[config.mk]
export PLATFORM = sky130hd
export DESIGN_NAME = uart_rx_fifo_flat
export DESIGN_NICKNAME = d
export VERILOG_FILES = /design/src/rtl/uart_pkg.sv /design/src/rtl/uart_rx_fifo_if.sv /design/src/rtl/uart_fifo_mem.sv /design/src/rtl/uart_rx_fifo.sv /design/src/flat_wrapper.sv
export SDC_FILE = /design/constraint.sdc
export NUM_CORES = 1
export LEC_CHECK = 0
export BUFFER_PORTS_ARGS = -buffer_cell sky130_fd_sc_hd__buf_2
export CAP_MARGIN = 20
export CORE_MARGIN = 8
export CORE_UTILIZATION = 40
export DETAILED_ROUTE_END_ITERATION = 12
export PLACE_DENSITY = 0.63
export RECOVER_POWER = 50
export SETUP_SLACK_MARGIN = 0.15
export SYNTH_ARGS = -nofsm -noshare
export SYNTH_HDL_FRONTEND = slang
export SYNTH_SLANG_ARGS = --single-unit
[constraint.sdc]
create_clock -name i_Clock -period 2.55 [get_ports i_Clock]
set_input_delay 0.1275 -clock i_Clock [delete_from_list [all_inputs] [get_ports i_Clock]]
set_output_delay 0.1275 -clock i_Clock [all_outputs]
set_load 0.1 [all_outputs]
[src/rtl/uart_pkg.sv]
// Shared UART definitions: byte width, receive-enable FSM encoding and the
// default bit timing used by the matching receiver.
package uart_pkg;

    localparam int UART_DATA_W  = 8;
    localparam int CLKS_PER_BIT = 87;

    typedef enum logic {
        s_HOLD  = 1'b0,
        s_ARMED = 1'b1
    } rx_state_e;

endpackage : uart_pkg

[src/rtl/uart_rx_fifo_if.sv]
// Bundle between the UART receiver, the receive FIFO and its consumer.
// The slave modport is the FIFO's view; the master modport is the environment's view.
interface uart_rx_fifo_if
    import uart_pkg::*;
#(
    parameter int ADDR_W = 4
);

    logic                   i_Rx_DV;
    logic [UART_DATA_W-1:0] i_Rx_Byte;
    logic                   o_Receive;
    logic [UART_DATA_W-1:0] o_Data;
    logic                   o_Valid;
    logic                   i_Ready;
    logic [ADDR_W:0]        o_Count;
    logic                   o_Full;
    logic                   i_Clear_Overflow;
    logic                   o_Overflow;

    modport slave (
        input  i_Rx_DV,
        input  i_Rx_Byte,
        output o_Receive,
        output o_Data,
        output o_Valid,
        input  i_Ready,
        output o_Count,
        output o_Full,
        input  i_Clear_Overflow,
        output o_Overflow
    );

    modport master (
        output i_Rx_DV,
        output i_Rx_Byte,
        input  o_Receive,
        input  o_Data,
        input  o_Valid,
        output i_Ready,
        input  o_Count,
        input  o_Full,
        output i_Clear_Overflow,
        input  o_Overflow
    );

endinterface : uart_rx_fifo_if

[src/rtl/uart_fifo_mem.sv]
// Byte storage for the receive FIFO: one synchronous write port and one
// asynchronous read port. Contents are intentionally not reset.
module uart_fifo_mem
    import uart_pkg::*;
#(
    parameter int DEPTH  = 16,
    parameter int ADDR_W = 4
) (
    input  logic                   i_Clock,
    input  logic                   wr_en,
    input  logic [ADDR_W-1:0]      wr_addr,
    input  logic [UART_DATA_W-1:0] wr_data,
    input  logic [ADDR_W-1:0]      rd_addr,
    output logic [UART_DATA_W-1:0] rd_data
);

    logic [UART_DATA_W-1:0] mem_q [DEPTH];

    // Write port: store the accepted byte at the write pointer.
    always_ff @(posedge i_Clock) begin
        if (wr_en) begin
            mem_q[wr_addr] <= wr_data;
        end
    end

    assign rd_data = mem_q[rd_addr];

endmodule : uart_fifo_mem

[src/rtl/uart_rx_fifo.sv]
// Receive buffer behind the UART receiver: first-word-fall-through FIFO with
// sticky overflow and a hysteretic receive enable that guarantees free space.
module uart_rx_fifo
    import uart_pkg::*;
#(
    parameter int DEPTH        = 16,
    parameter int ADDR_W       = 4,
    parameter int AFULL_MARGIN = 2
) (
    input  logic           i_Clock,
    input  logic           reset,
    uart_rx_fifo_if.slave  bus
);

    localparam logic [ADDR_W:0]   CNT_FULL = (ADDR_W+1)'(DEPTH);
    localparam logic [ADDR_W:0]   HI_MARK  = (ADDR_W+1)'(DEPTH - AFULL_MARGIN);
    localparam logic [ADDR_W:0]   LO_MARK  = (ADDR_W+1)'(DEPTH - AFULL_MARGIN - 1);
    localparam logic [ADDR_W:0]   CNT_ONE  = {{ADDR_W{1'b0}}, 1'b1};
    localparam logic [ADDR_W-1:0] PTR_ONE  = {{(ADDR_W-1){1'b0}}, 1'b1};

    logic [ADDR_W-1:0]      wr_ptr_q, wr_ptr_d;
    logic [ADDR_W-1:0]      rd_ptr_q, rd_ptr_d;
    logic [ADDR_W:0]        count_q, count_d;
    logic                   valid_q, valid_d;
    logic                   full_q, full_d;
    logic                   overflow_q, overflow_d;
    rx_state_e              state_q, state_d;
    logic                   push_s, pop_s, drop_s, mem_we_s;
    logic [UART_DATA_W-1:0] rd_data_s;

    // Handshake decode, pointer/count advance and status flags.
    always_comb begin
        pop_s      = valid_q & bus.i_Ready;
        push_s     = bus.i_Rx_DV & ((count_q != CNT_FULL) | pop_s);
        drop_s     = bus.i_Rx_DV & (count_q == CNT_FULL) & ~pop_s;
        wr_ptr_d   = wr_ptr_q;
        rd_ptr_d   = rd_ptr_q;
        count_d    = count_q;
        overflow_d = overflow_q;

        if (push_s) begin
            wr_ptr_d = wr_ptr_q + PTR_ONE;
        end else begin
            wr_ptr_d = wr_ptr_q;
        end

        if (pop_s) begin
            rd_ptr_d = rd_ptr_q + PTR_ONE;
        end else begin
            rd_ptr_d = rd_ptr_q;
        end

        case ({push_s, pop_s})
            2'b10:   count_d = count_q + CNT_ONE;
            2'b01:   count_d = count_q - CNT_ONE;
            default: count_d = count_q;
        endcase

        // A drop in the same cycle as a clear must leave the flag set.
        if (drop_s) begin
            overflow_d = 1'b1;
        end else if (bus.i_Clear_Overflow) begin
            overflow_d = 1'b0;
        end else begin
            overflow_d = overflow_q;
        end

        valid_d = (count_d != {(ADDR_W+1){1'b0}});
        full_d  = (count_d == CNT_FULL);
    end

    // Receive-enable FSM, evaluated on the count being registered this cycle.
    always_comb begin
        state_d = state_q;
        case (state_q)
            s_HOLD: begin
                if (count_d <= LO_MARK) begin
                    state_d = s_ARMED;
                end else begin
                    state_d = s_HOLD;
                end
            end
            s_ARMED: begin
                if (count_d >= HI_MARK) begin
                    state_d = s_HOLD;
                end else begin
                    state_d = s_ARMED;
                end
            end
            default: state_d = s_HOLD;
        endcase
    end

    // State registers; reset discards stored bytes but leaves memory untouched.
    always_ff @(posedge i_Clock) begin
        if (reset) begin
            wr_ptr_q   <= {ADDR_W{1'b0}};
            rd_ptr_q   <= {ADDR_W{1'b0}};
            count_q    <= {(ADDR_W+1){1'b0}};
            valid_q    <= 1'b0;
            full_q     <= 1'b0;
            overflow_q <= 1'b0;
            state_q    <= s_HOLD;
        end else begin
            wr_ptr_q   <= wr_ptr_d;
            rd_ptr_q   <= rd_ptr_d;
            count_q    <= count_d;
            valid_q    <= valid_d;
            full_q     <= full_d;
            overflow_q <= overflow_d;
            state_q    <= state_d;
        end
    end

    assign mem_we_s = push_s & ~reset;

    uart_fifo_mem #(
        .DEPTH  (DEPTH),
        .ADDR_W (ADDR_W)
    ) u_mem (
        .i_Clock (i_Clock),
        .wr_en   (mem_we_s),
        .wr_addr (wr_ptr_q),
        .wr_data (bus.i_Rx_Byte),
        .rd_addr (rd_ptr_q),
        .rd_data (rd_data_s)
    );

    assign bus.o_Data     = rd_data_s;
    assign bus.o_Valid    = valid_q;
    assign bus.o_Count    = count_q;
    assign bus.o_Full     = full_q;
    assign bus.o_Overflow = overflow_q;
    assign bus.o_Receive  = (state_q == s_ARMED);

endmodule : uart_rx_fifo

[src/flat_wrapper.sv]
// flat-port wrapper written by rule: the top's interface ports become plain ports
module uart_rx_fifo_flat import uart_pkg::*;
#(
    parameter int DEPTH        = 16,
    parameter int ADDR_W       = 4,
    parameter int AFULL_MARGIN = 2
)
  (i_Clock, reset, bus_i_Rx_DV, bus_i_Rx_Byte, bus_o_Receive, bus_o_Data, bus_o_Valid, bus_i_Ready, bus_o_Count, bus_o_Full, bus_i_Clear_Overflow, bus_o_Overflow);
  uart_rx_fifo_if #(.ADDR_W(ADDR_W)) bus_i ();
  input  logic i_Clock;
  input  logic reset;
  input wire logic [$bits(bus_i.i_Rx_DV)-1:0] bus_i_Rx_DV;
  input wire logic [$bits(bus_i.i_Rx_Byte)-1:0] bus_i_Rx_Byte;
  output wire logic [$bits(bus_i.o_Receive)-1:0] bus_o_Receive;
  output wire logic [$bits(bus_i.o_Data)-1:0] bus_o_Data;
  output wire logic [$bits(bus_i.o_Valid)-1:0] bus_o_Valid;
  input wire logic [$bits(bus_i.i_Ready)-1:0] bus_i_Ready;
  output wire logic [$bits(bus_i.o_Count)-1:0] bus_o_Count;
  output wire logic [$bits(bus_i.o_Full)-1:0] bus_o_Full;
  input wire logic [$bits(bus_i.i_Clear_Overflow)-1:0] bus_i_Clear_Overflow;
  output wire logic [$bits(bus_i.o_Overflow)-1:0] bus_o_Overflow;
  assign bus_i.i_Rx_DV = bus_i_Rx_DV;
  assign bus_i.i_Rx_Byte = bus_i_Rx_Byte;
  assign bus_o_Receive = bus_i.o_Receive;
  assign bus_o_Data = bus_i.o_Data;
  assign bus_o_Valid = bus_i.o_Valid;
  assign bus_i.i_Ready = bus_i_Ready;
  assign bus_o_Count = bus_i.o_Count;
  assign bus_o_Full = bus_i.o_Full;
  assign bus_i.i_Clear_Overflow = bus_i_Clear_Overflow;
  assign bus_o_Overflow = bus_i.o_Overflow;
  uart_rx_fifo #(.DEPTH(DEPTH), .ADDR_W(ADDR_W), .AFULL_MARGIN(AFULL_MARGIN)) u_core (.i_Clock(i_Clock), .reset(reset), .bus(bus_i));
endmodule
Word-level counts from Yosys, hierarchy flattened. Memory sizes are Yosys's and may differ from the RTL's. A register that Yosys moved wholly into a read port is not among the register bits. Cells that the tools add are included.

Register bits after elaboration: 17. Bits in writable memories: 128. Input bits: 13. Output and inout bits: 17. Logic and storage cells: 40. Memories: 1.

Add/subtract/negate cells: 4. Magnitude comparators: 2. Equality and inequality tests: 5. Mux-type cells: 10. Bitwise logic cells: 9. Reductions and logical operators: 2.

Memories: u_core.u_mem.mem_q (depth 16, width 8, read ports 1, clocked after Yosys merged registers in 1, write ports 1, line uart_fifo_mem.sv:17) `logic [UART_DATA_W-1:0] mem_q [DEPTH];`.

Operator list (number): $eq 5x5->1 const B (2); $pmux 5 s2 (1); $add 4x1->4 const B (2); $mux 4 (2); $mux 1 (6); $add 5x1->5 const B (1); $and 1x1->1 (5); $ge 5x4->1 const B (1); $le 5x4->1 const B (1); $ne 5x5->1 const B (1); $reduce_bool 5->1 (1); $sub 5x1->5 const B (1); $not 1->1 (3); $eq 2x1->1 const B (1); $eq 2x2->1 const B (1); $pmux 1 s2 (1); $reduce_bool 2->1 (1); $or 1x1->1 (1).

Longest topological paths before layout.
Depth after elaboration: 8. Depth in mapped cells: 8. Gate-level depth less buffers: 8.

Modules after synthesis. Synthesis repeated with hierarchy kept, for this count alone.

Cells, all modules: 312. Area total of the unflattened synthesis: 5816.8 um^2.

By module, submodules not included: uart_fifo_mem (instances 1, cells an instance 221, area an instance 4987.3 um^2, sequential area each 3843.7 um^2); uart_rx_fifo (instances 1, cells an instance 91, area an instance 829.5 um^2, sequential area each 340.3 um^2).

Least setup slack after synthesis. OpenSTA, ideal clock, no wires.

Path kind: reg-to-reg. Start point: reg u_core.valid_q, in the netlist u_core.bus.o_Valid. End point: mem u_core.u_mem.mem_q[3][0], enable pin. Library setup time: 370 ps. Data arrival time: 2299 ps. Required time: 2180 ps. Setup slack: -120 ps. Stages on the path, launching flop included: 5. Buffers on the path: 0. Period minus slack after synthesis: 2670 ps. Cells stage by stage: dfxtp_1 > nand2_1 > a41oi_2 > nand2_1 > nor2_1.

Cells in the longest elaborated chain, start to end: 6.

RTL lines: start: declaration (line uart_rx_fifo.sv:24) `logic valid_q, valid_d;`; start signal: assignment (line uart_rx_fifo.sv:108) `valid_q <= valid_d;`; $and 1x1->1 (line uart_rx_fifo.sv:33) `pop_s = valid_q & bus.i_Ready;`; $or 1x1->1 (line uart_rx_fifo.sv:34) `push_s = bus.i_Rx_DV & ((count_q != CNT_FULL) | pop_s);`; $and 1x1->1 (line uart_rx_fifo.sv:34); $and 1x1->1 (line uart_rx_fifo.sv:115) `assign mem_we_s = push_s & ~reset;`; $mux 1 (line uart_fifo_mem.sv:21) `if (wr_en) begin`; $mux 1 (not written as such) (line uart_fifo_mem.sv:22) `mem_q[wr_addr] <= wr_data;`; end: declaration (line uart_fifo_mem.sv:17).

No other way between the ends.

==> flow_metrics.tcl <==
set metrics [dict create \
    outcome "finished clean" \
    drt_wl_total_um 12300 \
    min_from "bus_i_Clear_Overflow" \
    ant_nets 0 \
    drcViolationCount 0 \
    row_count 44 \
    numPortBuffers 29 \
    cts_tree "built" \
    cts_hold_buffers 0 \
    wire_per_inst_um 21.9 \
    max-vdd-ir-drop_uv 449 \
    initial_core_util 0.410 \
    synthToLayoutAreaGrowth_pct 20.3 \
    avgViaCountPerCell 5.37 \
    grt_remaining_overflow 0 \
    layout_common_cells "128 x edfxtp_1, 34 x nor2_1, 26 x mux4_2" \
    required_ns 2.42 \
    cp-end-kind "output pin" \
    fin_setup_tns_ns 0 \
    grt_pass1_vias 3089 \
    post-route-min-period_ns 2.45 \
    fmax_ghz 0.407 \
    root_buffer "clkbuf_16" \
    grt_setup_unrepaired "true" \
    fin_crit_sh 0.963 \
    first_pass_iters 5 \
    clock_latency_ns 0.41 \
    crit_path_start_kind "flip-flop" \
    nets 383 \
    final_common_cell "edfxtp_1" \
    min_path_type "input port to flip-flop" \
    power.density_nw_per_um2 866 \
    grtUsageTotal 0.130 \
    grt_start_max_net_pins 33 \
    clkSinkCount 149 \
    num_vias 3011 \
    p_total_mw 6.23 \
    antenna_found_initial 0 \
    cap_violations 0 \
    p_leak_nw 2.38 \
    slew-limit-headroom 0.218 \
    final_max_slew_viol_count 0 \
    critical_path_class "flip-flop to output pin" \
    hold_viol 0 \
    postSynthAreaPerCell_um2 19.5 \
    io_pins 30 \
    stdcell_area_um2 7200 \
    setup_viol 0 \
    synth_nets 325 \
    fp.dieH_um 138 \
    whs_ns 0.0236 \
    hpwl_um 7250 \
    arrival_ns 2.33 \
    clk_pin_slew_ns 0.06 \
    n_fill_cell 1181 \
    synth_cells 306 \
    fin_skew_ns 0.00827 \
    dieArea_um2 19100 \
    setup_ws_ns 0.0952 \
    diodes 0 \
    reg2reg_from "u_core.bus.o_Valid" \
    syn_area_um2 5980 \
    gp_congestion 0.763 \
    synth_warnings 0 \
    drt_iter0_markers 222 \
    cts_made_buffers 17 \
    clk_path_buf_depth 2 \
    die_w_um 138 \
    coreArea_um2 14600 \
    ys_types 43 \
    placed_cell_area_um2 6440 \
    drive_above_1_share 0.271 \
    grt_pass1_wl_um 18700 \
    ys_seq_area_frac 0.713 \
    cts-htree-levels 4 \
    yosys_register_bits 149 \
    pre_cts_ws_ns 0.394 \
    cp_max_fo 8 \
    tightestPinTransition_ns 1.18 \
]
worst max-delay path: stages, from the launching register on:
cell and delay, ns:
dfxtp_4 0.44, clkbuf_16 0.21, mux4_2 0.52, mux4_2 0.54, buf_12 0.19
worst paths after layout:
check	slack [ns]	end	depth (start not counted)
min reg2reg	0.51	flip-flop	2
max	0.1	bus_o_Data[0]	4
max reg2reg	0.33	u_core.u_mem.mem_q[7][5]	5
min	0.02	u_core.bus.o_Overflow	4
metal layers:
layer | vias to the layer above | GRT usage | share of wire
li1 | 1355 | - | -
met1 | 1555 | 0.164 | 0.45
met2 | 94 | 0.213 | 0.50
met3 | 7 | 0.0360 | 0.044
met4 | 0 | 0.0429 | 0.0082
met5 | - | 0 | 0
state kept, by name (all words and copies together), names as in the netlist, named ones only:
name and count:
u_core.bus.o_Overflow 1, u_core.u_mem.mem_q 128, u_core.bus.o_Full 1, u_core.rd_ptr_q 4, u_core.bus.o_Valid 1, u_core.wr_ptr_q 4
u_core.bus.o_Count 5, u_core.bus.o_Receive 1
area by class of cell:
type	instances	area, µm²	share of cell area
inverters	4	15.0	0.00209
repair buffers	52	484	0.0673
clock inverters	14	204	0.0283
clock buffers	18	429	0.0596
multi-input cells	140	1560	0.217
flip-flops and latches	149	4270	0.594
well taps	184	230	0.0320
what timing repair did:
| item | CTS | global route |
|---|---|---|
| endpoints found under the setup margin | 8 | 8 |
| gates resized for setup | 28 | 13 |
| cloned | 2 | 1 |
| setup buffers | 0 | 1 |
where the power goes:
| group | internal [mW] | switching [mW] | total, mW |
|---|---|---|---|
| clock | 1.65 | 0.984 | 2.63 |
| sequential | 2.69 | 0.0539 | 2.75 |
| combinational | 0.319 | 0.533 | 0.852 |
| total | 4.66 | 1.57 | 6.23 |
synthesized netlist by cell type, drive strengths merged:
| cell type | count | area (µm²) |
|---|---|---|
| and2 | 2 | 12.5 |
| a22o | 1 | 8.76 |
| and3 | 2 | 12.5 |
| inv | 4 | 15.0 |
| or3 | 1 | 6.26 |
| ha | 6 | 75.1 |
| xor2 | 6 | 52.6 |
| a31o | 1 | 8.76 |
| and3b | 1 | 8.76 |
| o311a | 1 | 10.0 |
| a21o | 1 | 7.51 |
| nor4 | 1 | 12.5 |
| and4b | 1 | 10.0 |
| xnor2 | 4 | 35.0 |
| nor2b | 1 | 6.26 |
| nand3b | 2 | 15.0 |
| a211oi | 1 | 7.51 |
| o21ai | 1 | 5.00 |
| o2bb2ai | 1 | 8.76 |
| a21boi | 1 | 7.51 |
| mux4 | 40 | 991 |
| nor3 | 1 | 5.00 |
| dfxtp | 21 | 420 |
| a31oi | 1 | 6.26 |
| nor2 | 35 | 139 |
| nand4 | 2 | 12.5 |
| o31ai | 1 | 7.51 |
| edfxtp | 128 | 3840 |
| nand3 | 2 | 10.0 |
| nand2 | 15 | 56.3 |
| a21oi | 4 | 20.0 |
| buf | 10 | 85.1 |
| a41oi | 3 | 33.8 |
| clkbuf | 3 | 11.3 |
| nor4b | 1 | 15.0 |
per-stage QoR:
step                std cells   util
CTS                       559  0.492
global placement          525  0.441
finish                    561  0.493
global route              561  0.493
floorplan                 306      -
detailed placement        525  0.441
cell families (layout without fill, tap and decap cells):
family | count (synthesis) | in the layout | synth area share
compound gates | 17 | 17 | 0.0220
fa+ha+maj | 6 | 6 | 0.0125
simple gates | 67 | 67 | 0.0538
mux | 40 | 40 | 0.166
flops | 149 | 149 | 0.713
xor+xnor | 10 | 10 | 0.0146
buf+inv | 17 | 88 | 0.0186
Power figures use the tool's default switching activity.
